<file path="src/rtl/sm_prefetch.sv">
// Instruction prefetch queue: one-outstanding fetch engine feeding a DEPTH-entry PC-tagged FIFO.
// Optional SM_PREFETCH_BYPASS_EN forwards an acked word straight to the core when the queue is empty.
module sm_prefetch #(
    parameter int unsigned DEPTH    = 4,
    parameter logic [31:0] RESET_PC = 32'h0000_0000
) (
    input  logic        clk,
    input  logic        rst,
    input  logic        redirect,
    input  logic [31:0] redirectPc,
    input  logic        instrReady,
    output logic        instrValid,
    output logic [31:0] instrData,
    output logic [31:0] instrPc,
    output logic        memReq,
    output logic [31:0] memAddr,
    input  logic        memAck,
    input  logic [31:0] memData
);

    localparam int unsigned PTR_W = $clog2(DEPTH);
    localparam int unsigned CNT_W = PTR_W + 1;

    typedef enum logic [1:0] {
        IDLE = 2'd0,
        REQ  = 2'd1,
        DROP = 2'd2
    } state_t;

    state_t             state;
    state_t             stateNext;
    logic [PTR_W-1:0]   rdPtr;
    logic [PTR_W-1:0]   wrPtr;
    logic [CNT_W-1:0]   count;
    logic [CNT_W-1:0]   countAfter;
    logic [31:0]        fetchPc;
    logic [31:0]        fetchPcNext;
    logic               memReqNext;
    logic [31:0]        memAddrNext;
    logic [31:0]        qData [DEPTH];
    logic [31:0]        qPc   [DEPTH];
    logic               headValid;
    logic               bypassHit;
    logic               bypassTake;
    logic               push;
    logic               pop;
    logic               space;

    // Queue control; space means a slot is left for a further outstanding request
    always_comb begin
        headValid  = (count != '0);
        bypassHit  = 1'b0;
`ifdef SM_PREFETCH_BYPASS_EN
        bypassHit  = !headValid && memAck && (state == REQ) && !redirect;
`endif
        bypassTake = bypassHit && instrReady;
        pop        = headValid && instrReady && !redirect;
        push       = (state == REQ) && memAck && !redirect && !bypassTake;
        countAfter = count + CNT_W'(push) - CNT_W'(pop);
        space      = (countAfter < CNT_W'(DEPTH));
    end

    // Core-facing outputs
    always_comb begin
`ifdef SM_PREFETCH_BYPASS_EN
        instrValid = headValid || bypassHit;
        instrData  = bypassHit ? memData : qData[rdPtr];
        instrPc    = bypassHit ? memAddr : qPc[rdPtr];
`else
        instrValid = headValid;
        instrData  = qData[rdPtr];
        instrPc    = qPc[rdPtr];
`endif
    end

    // Fetch FSM next state and next request registers
    always_comb begin
        stateNext   = state;
        memReqNext  = memReq;
        memAddrNext = memAddr;
        fetchPcNext = fetchPc;
        case (state)
            IDLE: begin
                if (space) begin
                    stateNext   = REQ;
                    memReqNext  = 1'b1;
                    memAddrNext = fetchPc;
                end
            end
            REQ: begin
                if (memAck) begin
                    fetchPcNext = fetchPc + 32'd1;
                    if (space) begin
                        memAddrNext = fetchPc + 32'd1;
                    end else begin
                        stateNext  = IDLE;
                        memReqNext = 1'b0;
                    end
                end
            end
            DROP: begin
                if (memAck) begin
                    stateNext   = REQ;
                    memReqNext  = 1'b1;
                    memAddrNext = fetchPc;
                end
            end
            default: begin
                stateNext  = IDLE;
                memReqNext = 1'b0;
            end
        endcase
        // Redirect wins, but an unacked request must still complete before refetching
        if (redirect) begin
            fetchPcNext = redirectPc;
            if ((state == IDLE) || memAck) begin
                stateNext   = REQ;
                memReqNext  = 1'b1;
                memAddrNext = redirectPc;
            end else begin
                stateNext = DROP;
            end
        end
    end

    always_ff @(posedge clk or posedge rst) begin
        if (rst) begin
            state <= IDLE;
        end else begin
            state <= stateNext;
        end
    end

    always_ff @(posedge clk or posedge rst) begin
        if (rst) begin
            fetchPc <= RESET_PC;
            memReq  <= 1'b0;
            memAddr <= RESET_PC;
        end else begin
            fetchPc <= fetchPcNext;
            memReq  <= memReqNext;
            memAddr <= memAddrNext;
        end
    end

    // FIFO storage and pointers
    always_ff @(posedge clk or posedge rst) begin
        if (rst) begin
            rdPtr <= '0;
            wrPtr <= '0;
            count <= '0;
            for (int i = 0; i < int'(DEPTH); i++) begin
                qData[i] <= '0;
                qPc[i]   <= '0;
            end
        end else if (redirect) begin
            rdPtr <= '0;
            wrPtr <= '0;
            count <= '0;
        end else begin
            if (push) begin
                qData[wrPtr] <= memData;
                qPc[wrPtr]   <= memAddr;
                wrPtr        <= wrPtr + PTR_W'(1);
            end
            if (pop) begin
                rdPtr <= rdPtr + PTR_W'(1);
            end
            count <= countAfter;
        end
    end

endmodule

</file>
<file path="config.mk">
export PLATFORM = sky130hd
export DESIGN_NAME = sm_prefetch
export DESIGN_NICKNAME = d
export VERILOG_FILES = /design/src/rtl/sm_prefetch.sv
export SDC_FILE = /design/constraint.sdc
export NUM_CORES = 1
export LEC_CHECK = 0
export ABC_AREA = 1
export CAP_MARGIN = 25
export CORE_MARGIN = 4
export CORE_UTILIZATION = 58
export DETAILED_ROUTE_END_ITERATION = 8
export GPL_ROUTABILITY_DRIVEN = 0
export PLACE_DENSITY = 0.77
export SLEW_MARGIN = 20
export SYNTH_ARGS = -nofsm -noshare
export SYNTH_HDL_FRONTEND = slang
export SYNTH_SLANG_ARGS = --single-unit
</file>
<file path="constraint.sdc">
create_clock -name clk -period 17.3 [get_ports clk]
set_input_delay 2.595 -clock clk [delete_from_list [all_inputs] [get_ports clk]]
set_output_delay 2.595 -clock clk [all_outputs]
set_load 0.03 [all_outputs]
</file>
Yosys cells after proc, flatten, opt, wreduce, memory -nomap -nowiden
Cells that the tools add are included.

word-level totals
  bits of input ports = 69
  flip-flop bits (word level) = 330

cells by class
  reduce and logical (&&, ||, !) cells = 16
  $add $sub $neg = 5
  eq/ne operators = 6
  order comparisons = 4
  muxes and demuxes = 39
  bitwise logic cells = 3

operators with widths
  cell                                                                  count
  32-bit two-way mux                                                    14
  128-bit bitwise mux                                                   2
  32-bit binary-select mux with 2-bit select                            2
  32-bit case mux with 3 select lines                                   1
  32-bit demux with 2-bit select                                        1
  32-bit by 1-bit adder with 32-bit output, second input constant       1
  2-bit two-way mux                                                     10
  3-bit != test, second input constant                                  4
  2-bit nonzero test                                                    4
  3-bit >= comparator, second input constant                            2
  1-bit two-way mux                                                     6
  2-bit inverter with 3-bit output                                      2
  2-bit case mux with 3 select lines                                    1
  1-bit logical AND                                                     5
  2-bit by 1-bit adder with 2-bit output, second input constant         2
  2-bit AND reduction                                                   2
  4-bit AND reduction                                                   1
  3-bit by 1-bit adder with 3-bit output                                1
  3-bit by 1-bit < comparator with 1-bit output, second input constant  1
  3-bit < comparator, second input constant                             1
  3-bit two-way mux                                                     1
  1-bit case mux with 3 select lines                                    1
  3-bit nonzero test                                                    1
  3-bit by 1-bit subtractor with 3-bit output                           1
  6 further kinds                                                       6

Longest topological paths before layout
Gate-level depths: netlist of the first run.

  word-level depth = 11
  depth in mapped cells = 22
  gate-level depth less buffers = 20

Least setup slack after synthesis of the first run
Ideal clock, no wire load.

  kind = in2reg
  from = in memAck
  to = reg memAddr[15]
  arrival = 5.247 ns
  stages on the path = 21
  setup slack = 11.936 ns
  required time = 17.183 ns
  setup time = 0.117 ns
  cell sequence = inv_1 -> nor3_4 -> inv_2 -> nor2_4 -> buf_2 -> inv_1 -> ha_1 -> inv_1 -> ha_1 -> inv_1 -> fa_1 -> inv_1 -> nand3_1 -> nand3_1 -> buf_2 -> nand2_1 -> buf_2 -> a21oi_1 -> nand3_1 -> nand2_1 -> nand2_1

on the way
  word-level cells in the longest chain between the ends = 10
  elaborated cells between the ends (all ways) = 13

ends and longest elaborated chain
  what                                         line  RTL
  start: declaration                           17    input logic memAck,
  1-bit logical AND (2 in a row)               58    push = (state == REQ) && memAck && !redirect && !bypassTake;
  3-bit by 1-bit adder with 3-bit output       59    countAfter = count + CNT_W'(push) - CNT_W'(pop);
  3-bit by 1-bit subtractor with 3-bit output  59
  3-bit < comparator                           60    space = (countAfter < CNT_W'(DEPTH));
  32-bit two-way mux                           93    if (space) begin
  32-bit two-way mux                           91    if (memAck) begin
  32-bit case mux with 3 select lines          82    case (state)
  32-bit two-way mux                           116   if ((state == IDLE) || memAck) begin
  32-bit two-way mux (*)                       114   if (redirect) begin
  net memAddrNext[15]                          39    logic [31:0] memAddrNext;
  end signal: assignment                       142   memAddr <= memAddrNext;
  end: declaration                             16    output logic [31:0] memAddr,

The timed path passes the listed nets; every way through them passes the cells marked *.
A chain may end at the register's enable or synchronous reset.

Worst setup path after layout of the first run
  from = in redirect
  to = reg memAddr[12]

on the way
  word-level cells in the longest chain between the ends = 10
  elaborated cells between the ends (all ways) = 12

ends and longest elaborated chain
  what                                         line    RTL
  start: declaration                           9       input logic redirect,
  1-bit logical NOT                            57, 58
  1-bit logical AND                            58
  3-bit by 1-bit adder with 3-bit output       59
  3-bit by 1-bit subtractor with 3-bit output  59
  3-bit < comparator                           60
  32-bit two-way mux                           93
  32-bit two-way mux                           91
  32-bit case mux with 3 select lines          82
  32-bit two-way mux                           116
  32-bit two-way mux (*)                       114
  net memAddrNext[12]                          39

Marked as above.

==> results.cfg, run 1 <==
[worst_hold_path]
timing.hold.worst.class = reg -> reg

[power]
total_power_mw = 3.48
total_leakage_power_nw = 8.70
vdd.ir_drop.worst_mv = 0.137
p_per_area_nw_per_um2 = 187

[synth]
synthesis.area_per_instance_um2 = 7.84
synth.largest_area_cell = sky130_fd_sc_hd__dfrtp_1
yosysUniqueCellTypes = 31
number_of_warnings_issued_by_yosys = 0
post_synth_main_area_contributors = sky130_fd_sc_hd__dfrtp_1 53%, sky130_fd_sc_hd__nand2_1 13%, sky130_fd_sc_hd__o21ai_0 11%
syn-instance-count = 1999
number_of_enable_flip_flop_cells_after_synthesis = 0
number_of_register_bits_inferred_by_synthesis = 330
synthArstFlopShare_pct = 100
synthDominantCellAreaShare_pct = 52.7
most_numerous_cell_in_the_yosys_netlist = sky130_fd_sc_hd__nand2_1
synth_flop_cell = sky130_fd_sc_hd__dfrtp_1
netlist_top_cells_count = 536 x sky130_fd_sc_hd__nand2_1, 352 x sky130_fd_sc_hd__o21ai_0, 330 x sky130_fd_sc_hd__dfrtp_1, 219 x sky130_fd_sc_hd__nor2_1, 127 x sky130_fd_sc_hd__inv_1
syn_nets = 2076
ys_seq_area_share_pct = 52.7
post_synth_instance_area_um2 = 15700

[clocking]
cts-root-to-sink-buffers = 3
clock_tree_from_tritoncts = done
cts-buffers-inserted = 35
clk_root_buffer_cell = sky130_fd_sc_hd__clkbuf_16
clkLatencyLatePin_ns = 0.52
cts_setup_buffers = 0
ctsHtreeMaxLevel = 2
cts.clk_slew.worst_paths_ns = 0.07
cts_hold_buffers = 0
postCtsResizedCells = 0
clock_sink_count = 330

[routing]
avgRoutedWirePerCell_um = 17.5
post_drt_via_cell_ratio = 5.82
drt_iter0_markers = 1496
first_pass_iters = 5
wl_mm = 42.9
remaining_drc_errors = 0
drtAntennaViolNets = 0
num_vias = 14300

[layout]
final-seq-area_um2 = 8260
finish.utilization_pct = 70.5
final_net_count = 2171
final_cell_area_um2 = 18600
final_layout_size_suffix_gt1_share_pct = 4.06
antenna-diode-count = 0
layout-area-overhead-vs-synth_pct = 18.5
stdcell_count = 2453
num-fill-cells = 2180
multi_input_comb_area_um2 = 6460

[global_route]
maximum_number_of_pins_on_one_net_before_global_route_repair = 108
initial_antenna_violation_count = 0
global_route_usage_sum_pct = 28.8
first_global_vias = 13500
global_route_wire_length_before_repair_mm = 69.2
globalRoute.totalOverflow = 0

[placement]
place.detailed.instances = 2392
numPortBuffers = 166
post_detail_place_hpwl_mm = 26.6
place_worst_setup_slack_ns = 10.51
area_after_dpl_um2 = 17400

[worst_setup_path]
critPathMaxFanout = 39
crit_path_top_delay_cell = sky130_fd_sc_hd__nand2_1
critical_setup_path_kind = in -> reg
crit_family = buffers and inverters
worstPathCellList = clkdlybuf4s50_1 -> buf_4 -> nor2_4 -> inv_1 -> ha_1 -> inv_1 -> ha_1 -> inv_1 -> fa_1 -> nand2_1 -> nand3_1 -> nand2_1 -> clkinv_1 -> nand2_1 -> nand2_1 -> nor2_1 -> nor2_1
timing.critical_path.to_type = register
slowest_delay_ns = 0.71
worstPathBufferInverterCount = 6
cp.required_ns = 17.71
timing.critical_path.arrival_ns = 6.79
critPathLaunchType = input port
path_common_cell = sky130_fd_sc_hd__nand2_1

[floorplanning]
fp.dieArea_um2 = 29700
placement_rows = 59
fp.dieW_um = 172
initial_core_util_pct = 59.5
chipHeight_um = 172
core_region_area_um2 = 26400
ios = 167

[timing]
rsz0062_at_grt = no
tightest_slew_ns = 0.947
finClkSkew_ns = 0.00971
slew_headroom_pct = 36.5
fin_ws_ns = 10.91
holdWs_ns = 0.479
achievable_frequency_ghz = 0.157
final.period_utilization_pct = 36.9
period_needed_ns = 6.39
hold_viol_final = 0
timing_max_transition_violations_final = 0
fin_tns_setup_ns = 0
setup-violations-final = 0

[run]
max_cap_viol_count = 0

[outcome]
status = completed
[path summary, 6_finish.rpt]
kind,start,to,slack [ns],depth (start not counted)
max in group asynchronous,rst,rdPtr[0]$_DFFE_PP0P_,12.68,4
min,qPc[60]$_DFFE_PP0P_,qPc[60]$_DFFE_PP0P_,0.48,2
max,redirect,memAddr[12]$_DFF_PP0_,10.91,17
min reg2reg,qPc[60]$_DFFE_PP0P_,qPc[60]$_DFFE_PP0P_,0.48,2
max reg2reg,state[1]$_DFFE_PP0P_,memAddr[12]$_DFF_PP0_,13.09,17
min in group asynchronous,rst,qData[99]$_DFFE_PP0P_,2.64,2
[report_power, final]
group          switching [mW]  internal [mW]  total, mW
combinational           0.993          0.555       1.55
clock                   0.302          0.436      0.739
sequential              0.173           1.02       1.19
total                    1.47           2.01       3.48
[cell usage in the layout (no fill, tap or decap), types with 2 or more instances in the layout]
| cell | n |
|---|---|
| sky130_fd_sc_hd__o211ai_1 | 23 |
| sky130_fd_sc_hd__o21bai_1 | 3 |
| sky130_fd_sc_hd__clkdlybuf4s50_1 | 166 |
| sky130_fd_sc_hd__ha_1 | 7 |
| sky130_fd_sc_hd__buf_6 | 2 |
| sky130_fd_sc_hd__clkbuf_16 | 36 |
| sky130_fd_sc_hd__inv_2 | 4 |
| sky130_fd_sc_hd__nor2_1 | 218 |
| sky130_fd_sc_hd__o22ai_1 | 68 |
| sky130_fd_sc_hd__dfrtp_1 | 328 |
| sky130_fd_sc_hd__o21ai_0 | 352 |
| sky130_fd_sc_hd__xor2_1 | 8 |
| sky130_fd_sc_hd__a21oi_1 | 43 |
| sky130_fd_sc_hd__nand2_4 | 4 |
| sky130_fd_sc_hd__clkinv_1 | 4 |
| sky130_fd_sc_hd__clkbuf_1 | 8 |
| sky130_fd_sc_hd__buf_4 | 12 |
| sky130_fd_sc_hd__o21ai_1 | 48 |
| sky130_fd_sc_hd__clkinv_2 | 6 |
| sky130_fd_sc_hd__o221ai_1 | 5 |
| sky130_fd_sc_hd__inv_1 | 125 |
| sky130_fd_sc_hd__clkbuf_8 | 9 |
| sky130_fd_sc_hd__nand2_1 | 532 |
| sky130_fd_sc_hd__nand4_1 | 3 |
| sky130_fd_sc_hd__nor2_4 | 2 |
| sky130_fd_sc_hd__nand3_1 | 87 |
[cells by family after synthesis]
kind of cell	after synthesis	share of synthesized area, %
AO/OA/AOI/OAI	543	18.4
buffers and inverters	257	6.28
adder cells (fa/ha/maj)	8	0.687
flip-flops	330	52.7
XOR/XNOR	9	0.503
AND/OR/NAND/NOR	852	21.4
[worst register-to-register path, stage by stage, from the launching register on]
cell	delay [ns]
sky130_fd_sc_hd__dfrtp_1	0.48
sky130_fd_sc_hd__nor3_4	0.27
sky130_fd_sc_hd__inv_2	0.07
sky130_fd_sc_hd__nor2_4	0.08
sky130_fd_sc_hd__inv_1	0.12
sky130_fd_sc_hd__ha_1	0.29
sky130_fd_sc_hd__inv_1	0.05
sky130_fd_sc_hd__ha_1	0.13
sky130_fd_sc_hd__inv_1	0.05
sky130_fd_sc_hd__fa_1	0.40
sky130_fd_sc_hd__nand2_1	0.10
sky130_fd_sc_hd__nand3_1	0.33
sky130_fd_sc_hd__nand2_1	0.71
sky130_fd_sc_hd__clkinv_1	0.58
sky130_fd_sc_hd__nand2_1	0.17
sky130_fd_sc_hd__nand2_1	0.08
sky130_fd_sc_hd__nor2_1	0.14
sky130_fd_sc_hd__nor2_1	0.05
[registers in the layout (all words and copies together) (netlist names)]
signal   cells
memAddr     32
qData      128
wrPtr        2
count        3
memReq       1
fetchPc     32
rdPtr        2
qPc        128
state        2
[metal layers]
layer / global-route usage, % / vias to the layer above / share of wire, % / routed length (µm)
li1: - / 6764 / - / -
met1: 41.9 / 6803 / 44 / 19000
met2: 45.3 / 617 / 46 / 19600
met3: 4.14 / 87 / 7.6 / 3290
met4: 8.85 / 0 / 2.5 / 1060
met5: 0 / - / 0 / 0
[area by class of cell]
type                       instances  share of cell area [%]
sequential                       330                    44.5
multi-input combinational       1412                    34.8
timing repair buffer             180                    9.55
clock buffer                      53                    5.68
inverter                         135                    2.78
tap                              335                    2.26
clock inverter                     8                   0.431
Note: power is estimated with default switching activity, not from simulation.
==> run 2, diff against run 1 <==
- CORE_UTILIZATION: 58 -> 52
- PLACE_DENSITY: 0.77 -> 0.73
- clock period: 17.3 -> 5.3 ns (I/O delays scaled with it)
==> run 2 against run 1 <==
  * Total power rose to 3.2 times the previous value
  * Utilization down 7.8 points
  * Non-clock buffer count is 1 higher
  * Critical path depth grew 2
  * Sequential cell count stayed put
  * Register-to-register slack got worse by 12 ns
  * Routed wire length up 1.8%
  * Clock skew increased by 0.0043 ns
  * Critical path type unchanged
  * Critical endpoint unchanged
  * Highest routed layer unchanged
==> results.cfg, run 2 (synthesis results as in run 1) <==
[clocking]
clkLatencyLatePin_ns = 0.51
clock_tree_from_tritoncts = done
cts-buffers-inserted = 36
cts_setup_buffers = 0
ctsHtreeMaxLevel = 2
cts.clk_slew.worst_paths_ns = 0.06
clock_sink_count = 330
cts-root-to-sink-buffers = 3
cts_hold_buffers = 0
postCtsResizedCells = 0
clk_root_buffer_cell = sky130_fd_sc_hd__clkbuf_16

[power]
switchingPower_mw = 4.82
swShare_pct = 42.7
total_leakage_power_nw = 8.69
power_frac_seq_pct = 34.6
vdd.ir_drop.worst_mv = 0.434
clkPwrFrac_pct = 20.4
p_per_area_nw_per_um2 = 606
power.share.combinational_pct = 45.0
cell_internal_pwr_mw = 6.47

[layout]
final_layout_size_suffix_gt1_share_pct = 3.92
final_net_count = 2173
layout-area-overhead-vs-synth_pct = 18.9
mostFrequentLayoutCells = 532 x sky130_fd_sc_hd__nand2_1, 352 x sky130_fd_sc_hd__o21ai_0, 328 x sky130_fd_sc_hd__dfrtp_1, 218 x sky130_fd_sc_hd__nor2_1, 166 x sky130_fd_sc_hd__clkdlybuf4s50_1
antenna-diode-count = 0
reg_top3 = qData: 128 flops, qPc: 128 flops
layout_commonest_cell = sky130_fd_sc_hd__nand2_1

[floorplanning]
fp.dieArea_um2 = 33000
fp.dieW_um = 182
placement_rows = 63
initial_core_util_pct = 52.7
ios = 167
core_region_area_um2 = 29700
chipHeight_um = 182

[global_route]
maximum_number_of_pins_on_one_net_before_global_route_repair = 185
first_global_vias = 13900
global_route_wire_length_before_repair_mm = 72.0
globalRoute.totalOverflow = 0
initial_antenna_violation_count = 0
global_route_usage_sum_pct = 26.3

[worst_setup_path]
timing.critical_path.to_type = register
worstRegToRegCells = 17
cp.required_ns = 5.69
crit-reg2reg-launch = state[1]$_DFFE_PP0P_
worst_setup_endpoint = memAddr[12]$_DFF_PP0_
critPathLaunchType = input port
critical_setup_path_kind = in -> reg
reg2reg_slack_ns = 1.30
critPathMaxFanout = 11
critical_path.startpoint = memAck
r2r_endpoint = memAddr[12]$_DFF_PP0_
timing.critical_path.arrival_ns = 4.74

[routing]
num_vias = 14300
post_drt_via_cell_ratio = 5.68
wl_mm = 43.7
route.top_layer_used = met4
avgRoutedWirePerCell_um = 17.4
met3_wirelength_mm = 3.39
first_pass_iters = 6
drt_iter0_markers = 1559
drtAntennaViolNets = 0
remaining_drc_errors = 0
wirelength_met1_mm = 19.1
met2_wirelength_mm = 20.1

[placement]
post_detail_place_hpwl_mm = 26.7
numPortBuffers = 166

[timing]
finClkSkew_ns = 0.0140
achievable_frequency_ghz = 0.230
timing_max_transition_violations_final = 0
tightest_slew_ns = 1.05
fin_tns_setup_ns = 0
rsz0062_at_grt = no
final.period_utilization_pct = 82.0
holdWs_ns = 0.478
slew_headroom_pct = 30.3
period_needed_ns = 4.35
setup-violations-final = 0
hold_viol_final = 0

[outcome]
status = completed

[run]
max_cap_viol_count = 0

[worst_hold_path]
timing.hold.worst.class = reg -> reg
-- run 2: worst min path at each step --
stage                          startpoint                     to  slack (ns)  cells after the start
floorplan           qData[63]$_DFFE_PP0P_  qData[63]$_DFFE_PP0P_        0.45                      2
global placement    qData[74]$_DFFE_PP0P_  qData[74]$_DFFE_PP0P_        0.46                      2
detailed placement    qPc[84]$_DFFE_PP0P_    qPc[84]$_DFFE_PP0P_        0.47                      2
CTS                   qPc[84]$_DFFE_PP0P_    qPc[84]$_DFFE_PP0P_        0.48                      2
global route          qPc[91]$_DFFE_PP0P_    qPc[91]$_DFFE_PP0P_        0.50                      2
finish              qData[91]$_DFFE_PP0P_  qData[91]$_DFFE_PP0P_        0.48                      2
-- run 2: final cells by class --
cell class	instances	area, µm²
fill	2601	11100
multi-input combinational	1412	6460
clock buffer	52	1000
sequential	330	8260
tap	390	488
clock inverter	9	60.1
inverter	135	512
timing repair buffer	181	1840
-- run 2: power by group through the flow --
stage                     Combinational, mW  Sequential, mW  Clock (mW)
after floorplan                        3.06            3.96           0
after detailed placement               5.05            3.91           0
final                                  5.08            3.90        2.30
after global placement                 4.98            3.90           0
after global routing                   5.59            3.99        2.46
after CTS                              5.08            3.88        2.34
-- run 2: layer usage --
layer / global-route usage [%] / vias up
li1: - / 6767
met1: 37.1 / 6820
met2: 42.0 / 579
met3: 4.67 / 85
met4: 7.51 / 0
met5: 0 / -
-- run 2: metrics by stage --
stage	power [mW]	instances	setup slack (ns)	instance area, µm²	utilization (%)
floorplan	7.02	1999	0.0983	15700	-
global placement	8.87	2447	0.729	17500	59.0
finish	11.3	2509	0.953	18600	62.7
detailed placement	8.96	2447	0.581	17500	59.0
global route	12.0	2509	0.712	18600	62.7
CTS	11.3	2508	1.12	18600	62.6
-- run 2: worst max-delay path, stage by stage --
cell,delay (ns)
sky130_fd_sc_hd__clkdlybuf4s50_1,0.52
sky130_fd_sc_hd__inv_1,0.13
sky130_fd_sc_hd__nor3_4,0.20
sky130_fd_sc_hd__inv_2,0.07
sky130_fd_sc_hd__nor2_4,0.08
sky130_fd_sc_hd__inv_1,0.14
sky130_fd_sc_hd__ha_1,0.30
sky130_fd_sc_hd__inv_1,0.07
sky130_fd_sc_hd__ha_1,0.16
sky130_fd_sc_hd__inv_1,0.05
sky130_fd_sc_hd__fa_1,0.41
sky130_fd_sc_hd__nand2_1,0.11
sky130_fd_sc_hd__nand3_1,0.35
sky130_fd_sc_hd__nand2_1,0.50
sky130_fd_sc_hd__clkinv_1,0.48
sky130_fd_sc_hd__nand2_1,0.17
sky130_fd_sc_hd__nand2_1,0.07
sky130_fd_sc_hd__nor2_1,0.10
sky130_fd_sc_hd__nor2_1,0.05
==> run 3, diff against run 2 <==
- clock period: 5.3 -> 3.9 ns (I/O delays scaled with it)
==> run 3 against run 2 <==
  * First-iteration DRC count fell by 2.4%
  * Total power rose by 41%
  * Combinational power up 39%
  * Largest cell class unchanged
  * Critical path type is now reg -> out
  * Highest routed layer unchanged
==> results.cfg, run 3 (synthesis results as in run 1) <==
[placement]
post_detail_place_hpwl_mm = 27.3
numPortBuffers = 166
place_worst_setup_slack_ns = 0.161
area_after_dpl_um2 = 17800
place.detailed.instances = 2464

[floorplanning]
ios = 167
fp.dieW_um = 182
initial_core_util_pct = 52.7
chipHeight_um = 182
placement_rows = 63
core_region_area_um2 = 29700
fp.dieArea_um2 = 33000

[global_route]
global_route_usage_sum_pct = 26.3
initial_antenna_violation_count = 0
first_global_vias = 13900
global_route_wire_length_before_repair_mm = 72.1
maximum_number_of_pins_on_one_net_before_global_route_repair = 129
globalRoute.totalOverflow = 0

[worst_setup_path]
timing.critical_path.arrival_ns = 2.84
crit_path_top_delay_cell = sky130_fd_sc_hd__clkdlybuf4s50_1
slowest_delay_ns = 0.76
timing.critical_path.to_type = output pin
critical_setup_path_kind = reg -> out
critPathLaunchType = register
cp.required_ns = 3.31
critPathMaxFanout = 57
worstPathCellList = clkinv_2 -> buf_12 -> o21ai_0 -> o22ai_1 -> clkdlybuf4s50_1

[layout]
final_net_count = 2189
stdcell_count = 2528
mostFrequentLayoutCells = 532 x sky130_fd_sc_hd__nand2_1, 352 x sky130_fd_sc_hd__o21ai_0, 328 x sky130_fd_sc_hd__dfrtp_1, 218 x sky130_fd_sc_hd__nor2_1, 166 x sky130_fd_sc_hd__clkdlybuf4s50_1
layout-area-overhead-vs-synth_pct = 21.5
layout_commonest_cell = sky130_fd_sc_hd__nand2_1
reg_top3 = qData: 128 flops, qPc: 128 flops
final_layout_size_suffix_gt1_share_pct = 5.00
antenna-diode-count = 0
final_cell_area_um2 = 19000

[clocking]
clkLatencyLatePin_ns = 0.52
cts_hold_buffers = 0
clock_sink_count = 330
cts-buffers-inserted = 36
postCtsResizedCells = 0
clk_root_buffer_cell = sky130_fd_sc_hd__clkbuf_16
clock_tree_from_tritoncts = done
cts.clk_slew.worst_paths_ns = 0.06
cts-root-to-sink-buffers = 3
ctsHtreeMaxLevel = 2
cts_setup_buffers = 0

[power]
vdd.ir_drop.worst_mv = 0.644
total_leakage_power_nw = 8.90
total_power_mw = 15.9
p_per_area_nw_per_um2 = 837

[routing]
remaining_drc_errors = 0
drt_iter0_markers = 1522
first_pass_iters = 8
post_drt_via_cell_ratio = 5.66
wl_mm = 43.6
num_vias = 14300
drtAntennaViolNets = 0
avgRoutedWirePerCell_um = 17.2

[worst_hold_path]
timing.hold.worst.class = in -> async

[timing]
final.period_utilization_pct = 87.9
finClkSkew_ns = 0.0214
fin_ws_ns = 0.471
hold_viol_final = 0
slew_headroom_pct = 47.2
setup-violations-final = 0
period_needed_ns = 3.43
achievable_frequency_ghz = 0.292
timing_max_transition_violations_final = 0
tightest_slew_ns = 0.793
holdWs_ns = 0.408
rsz0062_at_grt = no

[outcome]
status = completed

[run]
max_cap_viol_count = 0
## run 3: worst paths after layout
path,from,endpoint,slack [ns],cells after the start
worst max-delay path,rdPtr[0]$_DFFE_PP0P_,instrPc[14],0.47,5
worst min-delay path,rst,fetchPc[26]$_DFFE_PP0P_,0.41,2
worst max register to register,state[1]$_DFFE_PP0P_,memAddr[9]$_DFF_PP0_,0.74,17
worst min register to register,qData[48]$_DFFE_PP0P_,qData[48]$_DFFE_PP0P_,0.48,2
max in group asynchronous,rst,qData[85]$_DFFE_PP0P_,2.66,3
min in group clk,qData[48]$_DFFE_PP0P_,qData[48]$_DFFE_PP0P_,0.48,2
## run 3: final cells by class
type,instances,area (µm²)
timing repair buffer,197,2030
sequential,330,8260
tap,390,488
multi-input combinational,1412,6460
inverter,135,512
fill,2560,10700
clock buffer,53,1090
clock inverter,11,191
## run 3: per-layer routing
| metal | wire length [µm] | GRT usage [%] | vias to the layer above |
|---|---|---|---|
| met5 | 0 | 0 | - |
| met4 | 1140 | 8.29 | 0 |
| met3 | 3300 | 4.79 | 90 |
| met2 | 20300 | 41.8 | 575 |
| met1 | 18800 | 37.0 | 6846 |
| li1 | - | - | 6793 |
## run 3: power by group
group | internal (mW) | leakage (nW) | switching [mW]
sequential | 4.52 | 4.32 | 0.720
combinational | 2.59 | 3.94 | 4.48
clock | 2.26 | 0.631 | 1.36
## run 3: stage by stage
| stage | TNS [ns] | utilization [%] |
|---|---|---|
| 2_1_floorplan | -360.25 | - |
| 3_3_place_gp | 0 | 59.8 |
| 3_5_place_dp | 0 | 59.8 |
| 4_1_cts | 0 | 64.1 |
| 5_1_grt | 0 | 64.1 |
| 6_report | 0 | 64.1 |
## run 3: worst max-delay path: cells and delay by family, from the launching register on
family                 cells  cell delay (ns)
flip-flops                 1             0.49
AO/OA/AOI/OAI              2             0.44
buffers and inverters      3             1.37
